### src/rtl/if_pkg.sv
// Shared types and constants for the instruction fetch front end.
package if_pkg;

  typedef struct packed {
    logic [31:0] pc;
    logic [31:0] instr;
  } fetch_entry_t;

  typedef enum logic [1:0] {
    S_BOOT,
    S_RUN,
    S_DRAIN
  } fetch_state_e;

  localparam logic [31:0] INSTR_NOP = 32'h0000_0013;
  localparam logic [31:0] PC_STEP   = 32'd4;

endpackage

### src/rtl/fetch_fifo.sv
// Prefetch FIFO of fetch entries; push/pop allowed together even when full,
// clear empties it in one cycle.
module fetch_fifo
  import if_pkg::*;
#(
  parameter int unsigned DEPTH = 4,
  localparam int unsigned PTR_W = $clog2(DEPTH),
  localparam int unsigned CNT_W = $clog2(DEPTH + 1)
) (
  input  logic             clk,
  input  logic             rst,
  input  logic             push,
  input  logic             pop,
  input  logic             clear,
  input  fetch_entry_t     push_data,
  output fetch_entry_t     head,
  output logic [CNT_W-1:0] count,
  output logic             full,
  output logic             empty
);

  fetch_entry_t     mem [DEPTH];
  logic [PTR_W-1:0] wr_ptr;
  logic [PTR_W-1:0] rd_ptr;
  logic             do_push;
  logic             do_pop;

  assign empty   = (count == '0);
  assign full    = (count == CNT_W'(DEPTH));
  assign head    = mem[rd_ptr];
  assign do_pop  = pop && !empty;
  assign do_push = push && (!full || do_pop);

  always_ff @(posedge clk) begin
    if (rst) begin
      wr_ptr <= '0;
      rd_ptr <= '0;
      count  <= '0;
      for (int i = 0; i < int'(DEPTH); i++) begin
        mem[PTR_W'(i)] <= '{pc: '0, instr: INSTR_NOP};
      end
    end else if (clear) begin
      wr_ptr <= '0;
      rd_ptr <= '0;
      count  <= '0;
    end else begin
      if (do_push) begin
        mem[wr_ptr] <= push_data;
        wr_ptr      <= wr_ptr + PTR_W'(1);
      end
      if (do_pop) begin
        rd_ptr <= rd_ptr + PTR_W'(1);
      end
      count <= count + CNT_W'(do_push) - CNT_W'(do_pop);
    end
  end

endmodule

### src/rtl/if_fetch_unit.sv
// Instruction fetch front end: credit-limited imem requests, in-order prefetch
// FIFO, IF/ID producer outputs. Optional same-cycle bypass: FETCH_BYPASS_EN.
module if_fetch_unit
  import if_pkg::*;
#(
  parameter logic [31:0] RESET_PC        = 32'h0000_0000,
  parameter int unsigned FIFO_DEPTH      = 4,
  parameter int unsigned MAX_OUTSTANDING = 2
) (
  input  logic        clk,
  input  logic        rst,
  output logic        imem_req_valid_o,
  output logic [31:0] imem_req_addr_o,
  input  logic        imem_req_ready_i,
  input  logic        imem_resp_valid_i,
  input  logic [31:0] imem_resp_data_i,
  input  logic        redirect_i,
  input  logic [31:0] redirect_pc_i,
  input  logic        stall_i,
  output logic [31:0] pc_if_o,
  output logic [31:0] pc4_if_o,
  output logic [31:0] instr_if_o,
  output logic        instr_valid_if_o
);

  localparam int unsigned CNT_W = $clog2(FIFO_DEPTH + 1);
  localparam int unsigned CRD_W = CNT_W + 1;

  fetch_state_e     state;
  logic [31:0]      fetch_pc;
  logic [31:0]      resp_pc;
  logic [31:0]      redirect_target;
  logic [CNT_W-1:0] outstanding;
  logic [CNT_W-1:0] drop_cnt;
  logic [CNT_W-1:0] drop_new;
  logic [CNT_W-1:0] drop_nxt;
  logic [CNT_W-1:0] live_out;
  logic [CNT_W-1:0] fifo_count;
  logic [CRD_W-1:0] credit;
  logic             running;
  logic             req_fire;
  logic             resp_live;
  logic             fifo_push;
  logic             fifo_pop;
  logic             fifo_full;
  logic             fifo_empty;
  logic             out_valid;
  fetch_entry_t     fifo_head;
  fetch_entry_t     resp_entry;
  fetch_entry_t     out_entry;
  logic             unused_redirect_lsb;

  assign unused_redirect_lsb = ^redirect_pc_i[1:0];
  assign redirect_target     = {redirect_pc_i[31:2], 2'b00};

  // Credit: live in-flight requests plus queued entries never exceed FIFO slots.
  assign running  = !rst && (state != S_BOOT);
  assign live_out = outstanding - drop_cnt;
  assign credit   = {1'b0, live_out} + {1'b0, fifo_count};

  assign imem_req_valid_o = running && !redirect_i
                         && (outstanding < CNT_W'(MAX_OUTSTANDING))
                         && (credit < CRD_W'(FIFO_DEPTH));
  assign imem_req_addr_o  = fetch_pc;
  assign req_fire         = imem_req_valid_o && imem_req_ready_i;

  assign resp_live  = imem_resp_valid_i && !redirect_i && (drop_cnt == '0);
  assign resp_entry = '{pc: resp_pc, instr: imem_resp_data_i};
  assign drop_new   = outstanding - CNT_W'(imem_resp_valid_i);

`ifdef FETCH_BYPASS_EN
  logic bypass;
  assign bypass    = fifo_empty && resp_live;
  assign out_entry = bypass ? resp_entry : fifo_head;
  assign out_valid = !redirect_i && (!fifo_empty || bypass);
  assign fifo_push = resp_live && !(bypass && !stall_i);
`else
  assign out_entry = fifo_head;
  assign out_valid = !redirect_i && !fifo_empty;
  assign fifo_push = resp_live;
`endif

  assign fifo_pop = out_valid && !stall_i && !fifo_empty;

  assign instr_valid_if_o = out_valid;
  assign pc_if_o          = out_valid ? out_entry.pc : '0;
  assign pc4_if_o         = out_valid ? out_entry.pc + PC_STEP : '0;
  assign instr_if_o       = out_valid ? out_entry.instr : '0;

  fetch_fifo #(
    .DEPTH(FIFO_DEPTH)
  ) u_fifo (
    .clk      (clk),
    .rst      (rst),
    .push     (fifo_push),
    .pop      (fifo_pop),
    .clear    (redirect_i),
    .push_data(resp_entry),
    .head     (fifo_head),
    .count    (fifo_count),
    .full     (fifo_full),
    .empty    (fifo_empty)
  );

  // Stale responses still in flight at a redirect are counted off here.
  always_comb begin
    drop_nxt = drop_cnt;
    if (redirect_i) begin
      drop_nxt = drop_new;
    end else if (imem_resp_valid_i && (drop_cnt != '0)) begin
      drop_nxt = drop_cnt - CNT_W'(1);
    end
  end

  always_ff @(posedge clk) begin
    if (rst) begin
      state       <= S_BOOT;
      fetch_pc    <= RESET_PC;
      resp_pc     <= RESET_PC;
      outstanding <= '0;
      drop_cnt    <= '0;
    end else begin
      outstanding <= outstanding + CNT_W'(req_fire) - CNT_W'(imem_resp_valid_i);
      drop_cnt    <= drop_nxt;
      if (redirect_i) begin
        fetch_pc <= redirect_target;
        resp_pc  <= redirect_target;
      end else begin
        if (req_fire) fetch_pc <= fetch_pc + PC_STEP;
        if (resp_live) resp_pc <= resp_pc + PC_STEP;
      end
      case (state)
        S_BOOT:  state <= S_RUN;
        S_RUN:   if (redirect_i && (drop_new != '0)) state <= S_DRAIN;
        S_DRAIN: if (drop_nxt == '0) state <= S_RUN;
        default: state <= S_BOOT;
      endcase
    end
  end

  always_ff @(posedge clk) begin
    if (!rst) begin
      assert (!(imem_resp_valid_i && (outstanding == '0)));
      assert (!(fifo_push && fifo_full && !fifo_pop));
    end
  end

endmodule
### config.mk
export PLATFORM = sky130hd
export DESIGN_NAME = if_fetch_unit
export DESIGN_NICKNAME = d
export VERILOG_FILES = /design/src/rtl/if_pkg.sv /design/src/rtl/fetch_fifo.sv /design/src/rtl/if_fetch_unit.sv
export SDC_FILE = /design/constraint.sdc
export NUM_CORES = 1
export LEC_CHECK = 0
export ABC_AREA = 1
export CAP_MARGIN = 10
export CORE_MARGIN = 2
export CORE_UTILIZATION = 50
export DETAILED_ROUTE_END_ITERATION = 6
export MAX_ROUTING_LAYER = met4
export PLACE_DENSITY = 0.78
export RECOVER_POWER = 50
export SLEW_MARGIN = 20
export SYNTH_ARGS = -nofsm -noshare
export SYNTH_HDL_FRONTEND = slang
export SYNTH_SLANG_ARGS = --single-unit
### constraint.sdc
create_clock -name clk -period 8.05 [get_ports clk]
set_clock_uncertainty 0.2 [all_clocks]
set_input_delay 1.2075 -clock clk [delete_from_list [all_inputs] [get_ports clk]]
set_output_delay 1.2075 -clock clk [all_outputs]
set_load 0.03 [all_outputs]
# [Word level (Yosys, flattened, before mapping)]
# Memory sizes are Yosys's and may differ from the RTL's. A register that Yosys moved wholly into a read port is not among the register bits.
# Cells that the tools add are included.
[word_totals] register_bits=79 ram_bits=256 input_bits=70 output_inout_bits=130 elab_cells=86 mem_count=1
[classes] addsub=13 order_cmp=2 eq_ne=5 mux=23 n_reduce_logical=32
[memory_table] name="u_fifo.mem" words=4 word_bits=64 read_ports=1 rd_ports_with_merged_regs=1 write_ports=4 line_no="fetch_fifo.sv:22" rtl="fetch_entry_t mem [DEPTH];"
[op_table] operator="32-bit 2-to-1 mux" n=7
[op_table] operator="32-bit by 3-bit adder with 32-bit output (second input constant)" n=3
[op_table] operator="64-bit 2-to-1 mux" n=1
[op_table] operator="64-bit OR reduction" n=1
[op_table] operator="1-bit logical AND" n=14
[op_table] operator="2-bit 2-to-1 mux" n=5
[op_table] operator="3-bit logical NOT" n=3
[op_table] operator="3-bit by 1-bit subtractor with 3-bit output" n=3
[op_table] operator="1-bit 2-to-1 mux" n=7
[op_table] operator="3-bit by 1-bit adder with 3-bit output" n=2
[op_table] operator="3-bit 2-to-1 mux" n=2
[op_table] operator="2-bit case mux with 3 select lines" n=1
[op_table] operator="2-bit nonzero test" n=3
[op_table] operator="3-bit nonzero test" n=2
[op_table] operator="1-bit logical NOT" n=5
[op_table] operator="2-bit by 1-bit adder with 2-bit output (second input constant)" n=2
[op_table] operator="3-bit by 3-bit adder with 4-bit output" n=1
[op_table] operator="4-bit by 3-bit < comparator with 1-bit output (second input constant)" n=1
[op_table] operator="2-bit inequality test (second input constant)" n=2
[op_table] operator="3-bit == test (second input constant)" n=1
[op_table] operator="3-bit by 2-bit < comparator with 1-bit output (second input constant)" n=1
[op_table] operator="3-bit by 1-bit subtractor with 3-bit output (second input constant)" n=1
[op_table] operator="3-bit subtractor" n=1
[op_table] operator="2-bit by 1-bit == test with 1-bit output (second input constant)" n=1
[op_table] operator="other kinds (5)" n=5

# [Logic depth before layout (Yosys ltp)]
# Gate-level depths: netlist of run 1.
[depth] depth_word=14 mapped_depth=19 ltp_nobuf=18

# [Modules after synthesis]
# From an unflattened synthesis of run 1, not the netlist that was laid out.
[hier_totals] cells_unflattened=2124 area_unflattened_um2=17883.4
[modules_own_cells] module="fetch_fifo" instances=1 cells_per_inst=1050 area_per_inst_um2=11790.1 seq_area_each_um2=7867.5
[modules_own_cells] module="if_fetch_unit" instances=1 cells_per_inst=1074 area_per_inst_um2=6093.3 seq_area_each_um2=1361.3

# [Worst setup path before layout of run 1]
# Ideal clock, no wire load.
[synth_path] path_type="input-to-reg" from="input imem_resp_valid_i" to="memory u_fifo.mem[1][0] in the netlist's numbering (enable)" t_arrival_ps=6060 t_required_ps=7283 path_slack_ps=1223 stages=6 n_path_buf=0 path_cell_list="inv_1 -> nor2_4 -> nand2_2 -> inv_2 -> nand2_2 -> o21ai_0"
[synth_lines] element="from (decl)" line_no="if_fetch_unit.sv:15" rtl="input logic imem_resp_valid_i,"
[synth_lines] element="to (decl)" line_no="fetch_fifo.sv:22"

==> results by stage, run 1 <==
Clock tree:
- The H-tree depth is 2.
- CTS placed an instance of clkbuf_16 at the clock tree root.
- The number of hold buffers added after CTS was 0.
- The TritonCTS clock tree is yes.
- The post-CTS clock slew at the launch and capture registers of the worst setup and hold paths is 0.06 ns.
- The number of CTS-inserted buffers is 36.
- The clock latency on the worst-skew pair is between 0.5 and 0.6 ns.
- The count of cells resized by post-cts repair is 0.
- The maximum clock path buffer count is 3.
- The setup fix buffers added after clock tree synthesis is 0.
- The number of sinks driven by the clock tree is approximately 330.

Detailed routing:
- Before antenna repair, the detailed router went through 6 iterations.
- The final routed DRC violation total is 0.
- The detailed router placed 16360 vias in this run.
- For this block, the initial DRC count from the detailed router was ~1600.
- The average wire per standard cell is around 18 um.
- The post-detailed-route count of antenna-violating nets is 0.
- The routed via count divided by cell count is between 5 and 6.
- The sum of routed wire length over all layers is approximately 52000 um.

Die:
- In this run the core area contains about 70 standard-cell rows.
- The floorplan step defined a core boundary enclosing approximately 35000 um^2.
- The initial utilization of the core area, before any placement, comes to about half.
- From left edge to right edge, the die measures 192.1 um.
- The number of top-level design ports is 200.
- The floorplan step defined a die boundary enclosing approximately 37000 um^2.
- The vertical die dimension is about 190 um.

Power and ir drop:
- IR analysis of the VDD net gives a maximum drop of ~140 uV.
- For this design the ratio of total power to cell area is 199.1 nW/um^2.
- The overall power after layout is about 4.2 mW.
- In this run the static leakage power is around 8.7 nW.

Placed design:
- The count of buffers from port buffering is roughly 190.
- The instance count after placement with tap cells included is about 2900.
- The half-perimeter wire length of the detailed placement result is roughly 34000 um.
- The weighted congestion reported at the end of routability-driven placement is around 1.0.
- The post-placement setup slack is roughly 1.9 ns.

Synth:
- Of all flip-flops after synthesis, the portion carrying an async set or reset was 0%.
- The number of distinct standard cells referenced by the synthesized netlist is 36.
- The mean cell area of the mapped netlist is about 7.6 um^2.
- The part of the Yosys area used for sequential elements is roughly half.
- The mapped netlist covers ~18000 um^2.
- The synthesized design contains ~330 register bits.
- The cell count after synthesis came out at approximately 2300.
- The total of warnings raised by yosys is 0.
- Among all flip-flop cells after synthesis, the most frequent one is edfxtp_1.
- The number of synthesized flops with an enable pin is around 250.

Setup path:
- For the worst setup path, the data required time is roughly 8 ns.
- The worst reg2reg path endpoint is u_fifo.mem[1][61]$_SDFFCE_PN0P_.
- Grouping stages by cell kind, the critical path spends the most delay in compound AO/OA/AOI/OAI gates.
- For the worst flop-to-flop path, the logic depth is 7.
- The critical path starts at redirect_i.
- The path type of the worst setup path is in2reg.
- The number of buffer and inverter instances along the worst setup path is 3.
- The critical path goes through dlygate4sd3_1, buf_4, a21oi_1, nand2_1, nand3_1, nand2_1, o21ai_1, buf_4.
- The start of the worst register-to-register path is u_fifo.count[1]$_SDFF_PP0_.
- The number of gates on the worst path with buffers counted is 8.
- On the critical path, the stage with the largest delay is an instance of o21ai_1.
- At the worst endpoint, the arrival time is 6.49 ns.
- STA classifies the critical path endpoint as a register.
- The register-to-register setup slack is between 2 and 3 ns.
- The largest fanout of any net on the critical path is between 40 and 50.
- The largest stage delay on the critical path is 2.19 ns.
- The launching element type of the critical path is an input pin.

Hold path:
- The path type of the worst min-delay path is reg2reg.
- Along the worst hold path, the cell count comes to 1.
- The path with the worst hold slack has its endpoint at state[0]$_SDFFE_PP0P_.
- In this run the most critical hold path is launched from state[1]$_SDFFE_PP0P_.

Outcome:
- The run finished, with violations left.
- The checks that failed: capacitance limit, slew limit.

Global routing:
- The global-route wire length before repair is slightly above 80000 um.
- In the global route stage, overall resource usage came out at between 20% and 30%.
- For this run the aggregate overflow at the end of global routing stands at 0.
- The via count of the first global-routing pass is around 16000.
- The initial antenna violation count is 0.
- Entering global routing, the biggest net connects 100 pins.

Layout:
- Cells with a size suffix above 1 make up ~4.4% of the layout.
- 0 antenna diodes ended up in the layout.
- The number of standard cells in the final layout excluding fillers is approximately 3000.
- The net count of the finished layout is approximately 2600.
- The area growth from synthesis to layout is 19.09%.

STA:
- The number of hold violations in the final report is 0.
- The number of pins exceeding their max-slew limit in the final report came to around 150.
- The final setup slack of the worst path is roughly 1.5 ns.
- Subtracting the final worst setup slack from the clock period gives approximately 6.5 ns.
- The worst slew slack as a fraction of its limit is -91.97%.
- The share of the cycle needed by the critical path after routing is between 80 and 90%.
- Setup repair after global routing left no endpoint under its margin.
- Setup violations remaining at the end of the flow were counted as 0.
- The setup TNS is 0 ns.
- The top achievable clock speed is 153.1 MHz.
- The slew at the pin closest to its max-slew limit is ~2.9 ns.

Job:
- The tool flagged a number of max-cap violations equal to 4.
final cells by class:
class	count	area (um^2)
Clock buffer	42	953.4
Clock inverter	24	316.6
Tap cell	455	569.3
Multi-Input combinational cell	1670	7308
Fill cell	2961	13650
Sequential cell	325	8994
Timing Repair Buffer	212	2054
Inverter	231	867.1
synth_stat cells (all sizes together) (4+ instances only):
master  count  share of area [%]
or2         4               0.14
inv       228                4.8
nand4      22               0.78
buf        67                2.1
dfxtp      77                8.7
nand3     139                4.0
clkbuf     43               0.91
ha         15                1.1
xor2       20               0.99
edfxtp    248                 42
nor3       53                1.5
o21ai     112                3.2
o211ai      4               0.17
nand2     648                 14
xnor2       9               0.45
a31oi      21               0.74
nor2      524                 11
a21oi      81                2.3
placed cells by master, fill, tap and decap left out, types with 6 or more instances in the layout:
cell type / n
a21oi_1: 81
a31oi_1: 21
buf_4: 18
bufinv_16: 6
clkbuf_16: 36
clkdlybuf4s50_1: 158
conb_1: 6
dfxtp_1: 75
dlygate4sd3_1: 32
edfxtp_1: 248
ha_1: 15
inv_1: 224
inv_2: 7
nand2_1: 640
nand2_2: 8
nand3_1: 139
nand4_1: 22
nor2_1: 515
nor2_2: 7
nor3_1: 52
o21ai_0: 111
xnor2_1: 9
xor2_1: 20
cells by family after synthesis:
family / Yosys count / share of synthesized area (%)
AND/OR/NAND/NOR: 1393 / 31.72
buffers and inverters: 341 / 7.952
flip-flops: 325 / 50.82
AO/OA/AOI/OAI: 224 / 6.643
XOR/XNOR: 29 / 1.436
adder cells (fa/ha/maj): 18 / 1.401
other: 1 / 0.02120
metrics by stage:
stage,hold WS (ns),instance area [um^2],utilization (%)
floorplan,0.2454,17700,-
global placement,0.2587,19830,57.14
detailed placement,0.2714,19830,57.14
CTS,0.2848,21100,60.80
global route,0.3326,21060,60.68
finish,0.2894,21060,60.68
sequential cells by signal, summed over array words and instances, names as in the netlist, named ones only:
register and cells:
outstanding 3, u_fifo.wr_ptr 2, u_fifo.mem 248, drop_cnt 3, imem_req_addr_o 30, u_fifo.rd_ptr 2
u_fifo.count 3, resp_pc 30, state 2
per-layer routing:
metal / global-route usage, % / wire length, um / vias up
met5: - / 0 / -
met4: 9.571 / 1519 / 0
met3: 3.800 / 4830 / 126
met2: 47.46 / 24590 / 861
met1: 37.40 / 21060 / 7608
li1: - / - / 7764
worst max-delay path by stage:
stage / slack [ns] / end
2_1_floorplan: 1.22 / u_fifo.mem[1][0]$_SDFFCE_PN1P_
3_3_place_gp: 1.94 / instr_if_o[23]
3_5_place_dp: 1.86 / instr_if_o[28]
4_1_cts: 1.85 / instr_if_o[23]
5_1_grt: 1.21 / u_fifo.mem[2][29]$_SDFFCE_PN0P_
6_report: 1.52 / u_fifo.mem[1][61]$_SDFFCE_PN0P_
power breakdown:
| part | internal (mW) | switching (mW) |
|---|---|---|
| clock | 1.06 | 0.710 |
| sequential | 1.89 | 0.0549 |
| combinational | 0.153 | 0.331 |
Power figures use the tool's default switching activity.
==> inputs of run 2 (changes only) <==
- clock period: 8.05 -> 6.7 ns (I/O delays scaled with it)
==> results by stage, run 2 (synthesized netlist as in run 1, its figures left out) <==
Outcome:
- Status: finished, violations left (unchanged).
- Violations in the final reports: capacitance limit, slew limit (unchanged).

Clock tree:
- The buffer type at the clock tree root is clkbuf_16 (unchanged).
- The number of buffers inserted by hold repair at cts is 0 (unchanged).
- The clock latency on the worst-skew pair came to 0.53 ns (about the same).
- The post-CTS clock slew at the launch and capture registers of the worst setup and hold paths is 0.06 ns (about the same).
- The number of CTS-inserted buffers is 35 (was 36).
- The count of cells resized by post-cts repair is 0 (unchanged).
- The TritonCTS clock tree is yes (unchanged).
- The number of sinks driven by the clock tree is 325 (unchanged).
- The setup fix buffers added after clock tree synthesis is 0 (unchanged).
- The H-tree depth was 2 (unchanged).
- The maximum clock path buffer count is 3 (unchanged).

Layout:
- Most frequent cells in the layout: nand2_1 (640), nor2_1 (514), edfxtp_1 (248) (was nand2_1 (640), nor2_1 (515), edfxtp_1 (248)).
- The fraction of layout instances using a drive strength above 1 is 3.922% (was 4.433%).
- The final layout net count is 2561 (was 2564).
- The final core area utilization was 60.49% (was 60.68%).
- The number of inserted filler cells in the final layout was 3073 (was 2961).
- The number of diodes added for antenna fixing is 0 (unchanged).
- The layout overhead on the synthesized area is 18.73% (was 19.09%).
- The leading cell type in the layout, fill and taps excluded was nand2_1 (unchanged).
- The flip-flop count of the largest register after layout is 248 (unchanged).
- The number of standard cells in the final layout excluding fillers was 2954 (was 2959).
- The most flop-heavy register is u_fifo.mem (unchanged).

Setup path:
- The cell family contributing the most delay on the critical path was buffers and inverters (was compound AO/OA/AOI/OAI gates).
- The number of buffer and inverter instances along the worst setup path is 4 (was 3).
- The launching element type of the critical path is a register (was input pin).
- CP cell instances: clkinv_2, buf_4, or2_2, a32oi_1, inv_1, nand3_1, nand2_1, nor2_1, clkdlybuf4s50_1 (was dlygate4sd3_1, buf_4, a21oi_1, nand2_1, nand3_1, nand2_1, o21ai_1, buf_4).
- The endpoint required time on the critical path was 5.49 ns (was 8.01 ns).
- The slowest library cell on the worst path is clkinv_2 (was o21ai_1).
- The endpoint type of the worst setup path is an output pin (was register).
- The path depth of the worst reg2reg path is 10 (was 7).
- The path type of the worst setup path was reg2out (was in2reg).
- The critical path data arrival time was 4.93 ns (was 6.49 ns).
- The largest stage delay on the critical path was 0.94 ns (was 2.19 ns).
- The largest fanout of any net on the critical path was 69 (was 41).
- The number of gates on the worst path with buffers counted is 9 (was 8).

STA:
- The number of failing setup endpoints in the final timing report came to 0 (unchanged).
- Setup repair after global routing missed its margin: false (unchanged).
- The number of pins exceeding their max-slew limit in the final report is 183 (was 149).
- Timing would allow up to approximately 160 MHz.
- The slew at the pin closest to its max-slew limit is 2.011 ns (was 2.860 ns).
- The share of the cycle needed by the critical path after routing is ~92%.
- The setup TNS is 0 ns (unchanged).
- The number of hold violations in the final report was 0 (unchanged).
- The final critical path time including I/O delays and setup is around 6.1 ns.
- The worst slew slack as a fraction of its limit came to -34.06% (was -91.97%).

Power and ir drop:
- The power density normalized to cell area was 235.7 nW/um^2 (was 199.1 nW/um^2).
- The maximum resistive drop on vdd is 151.4 uV (was 136.3 uV).
- The leakage dissipation is 8.620 nW (was 8.664 nW).

Die:
- The initial standard-cell utilization of the core came to 50.95% (unchanged).
- The width of the chip is 192.1 um (unchanged).
- The area of the core is 34710 um^2 (unchanged).
- The site row count was 68 (unchanged).
- The number of top-level design ports is 200 (unchanged).
- The vertical die dimension came to 192.1 um (unchanged).
- The area enclosed by the die boundary is 36890 um^2 (unchanged).

Global routing:
- The total overflow reported by the global router came to 0 (unchanged).
- The global routing usage on met2 is 46.57% (was 47.46%).
- The layer carrying the most global-route usage is met2 (unchanged).
- The met3 layer usage reported by global route came to 3.947% (was 3.800%).
- The pin count of the biggest net entering global routing is 83 (was 100).
- The total routing resource utilization after global routing was 28.79% (was 28.97%).
- The via count of the first global-routing pass came to 15240 (was 15570).
- The global-route wire length before repair was 80180 um (was 81310 um).
- The met1 track utilization from global routing is 37.75% (was 37.40%).
- The initial antenna violation count is 0 (unchanged).

Detailed routing:
- The first-iteration detailed-routing DRC count is 1482 (was 1551).
- The average wire per standard cell was 17.52 um (was 17.57 um).
- The count of vias placed by the detailed router is 16120 (was 16360).
- The final routed DRC violation total is 0 (unchanged).
- The sum of routed wire length over all layers is 51760 um (was 52000 um).
- The post-detailed-route count of antenna-violating nets is 0 (unchanged).
- The number of iterations in the first detailed-routing pass is 6 (unchanged).
- The routed via count divided by cell count came to 5.457 (was 5.529).

Hold path:
- The path type of the worst min-delay path was reg2reg (unchanged).
- The number of cells traversed by the worst hold path came to 1 (unchanged).

Job:
- The number of maximum-capacitance violations is 5 (was 4).

Placed design:
- The instance count after placement with tap cells included is 2891 (was 2893).
- The half-perimeter wire length of the detailed placement result is 34510 um (was 34430 um).
- The weighted congestion reported at the end of routability-driven placement is 0.9873 (was 1.030).
- The count of buffers from port buffering was 191 (unchanged).
## run 2: per-layer routing
metal	wire length (um)	vias to the layer above
met3	4620	95
met1	21470	7476
met4	1144	0
met5	0	-
met2	24530	794
li1	-	7756
## run 2: path summary, 6_finish.rpt
path / startpoint / endpoint / slack [ns]
setup reg to reg: u_fifo.count[1]$_SDFF_PP0_ / u_fifo.mem[0][43]$_SDFFCE_PN0P_ / 1.99
setup / recovery: register / pc4_if_o[31] / 0.57
hold reg to reg: state[1]$_SDFFE_PP0P_ / state[0]$_SDFFE_PP0P_ / 0.28
hold / removal: state[1]$_SDFFE_PP0P_ / state[0]$_SDFFE_PP0P_ / 0.28
## run 2: cell type report
class / count / area [um^2] / share of cell area (%)
well taps: 455 / 569.3 / 2.711
flip-flops and latches: 325 / 8994 / 42.83
inverters: 231 / 868.3 / 4.135
repair buffers: 210 / 2038 / 9.707
clock inverters: 18 / 256.5 / 1.222
multi-input cells: 1670 / 7327 / 34.89
clock buffers: 45 / 944.7 / 4.499
## run 2: per-stage QoR
step	hold WS [ns]	total power, mW	worst slack (ns)	instance area [um^2]
detailed placement	0.2723	2.952	1.377	19830
global route	0.3117	5.115	0.3276	21000
CTS	0.2843	4.956	0.7919	21030
global placement	0.2608	2.935	1.412	19830
floorplan	0.2454	2.734	0.07542	17700
finish	0.2786	4.949	0.5675	21000
## run 2: power by group
group	leakage (nW)	internal, mW	switching (mW)
clock	0.579	1.23	0.800
combinational	4.88	0.185	0.393
sequential	3.16	2.27	0.0658
## run 2: worst reg2reg max path: cells and delay by family, from the launching register on
kind                   cells  cell delay, ns
buffers and inverters      2            1.00
AND/OR/NAND/NOR            7            2.56
AO/OA/AOI/OAI              1            0.14
flip-flops                 1            0.44
==> inputs of run 3 (changes only) <==
- ABC_CLOCK_PERIOD_IN_PS: unset -> 6700
==> results of run 3 <==
Final layout, timing and power as in run 2 (identical DEF).
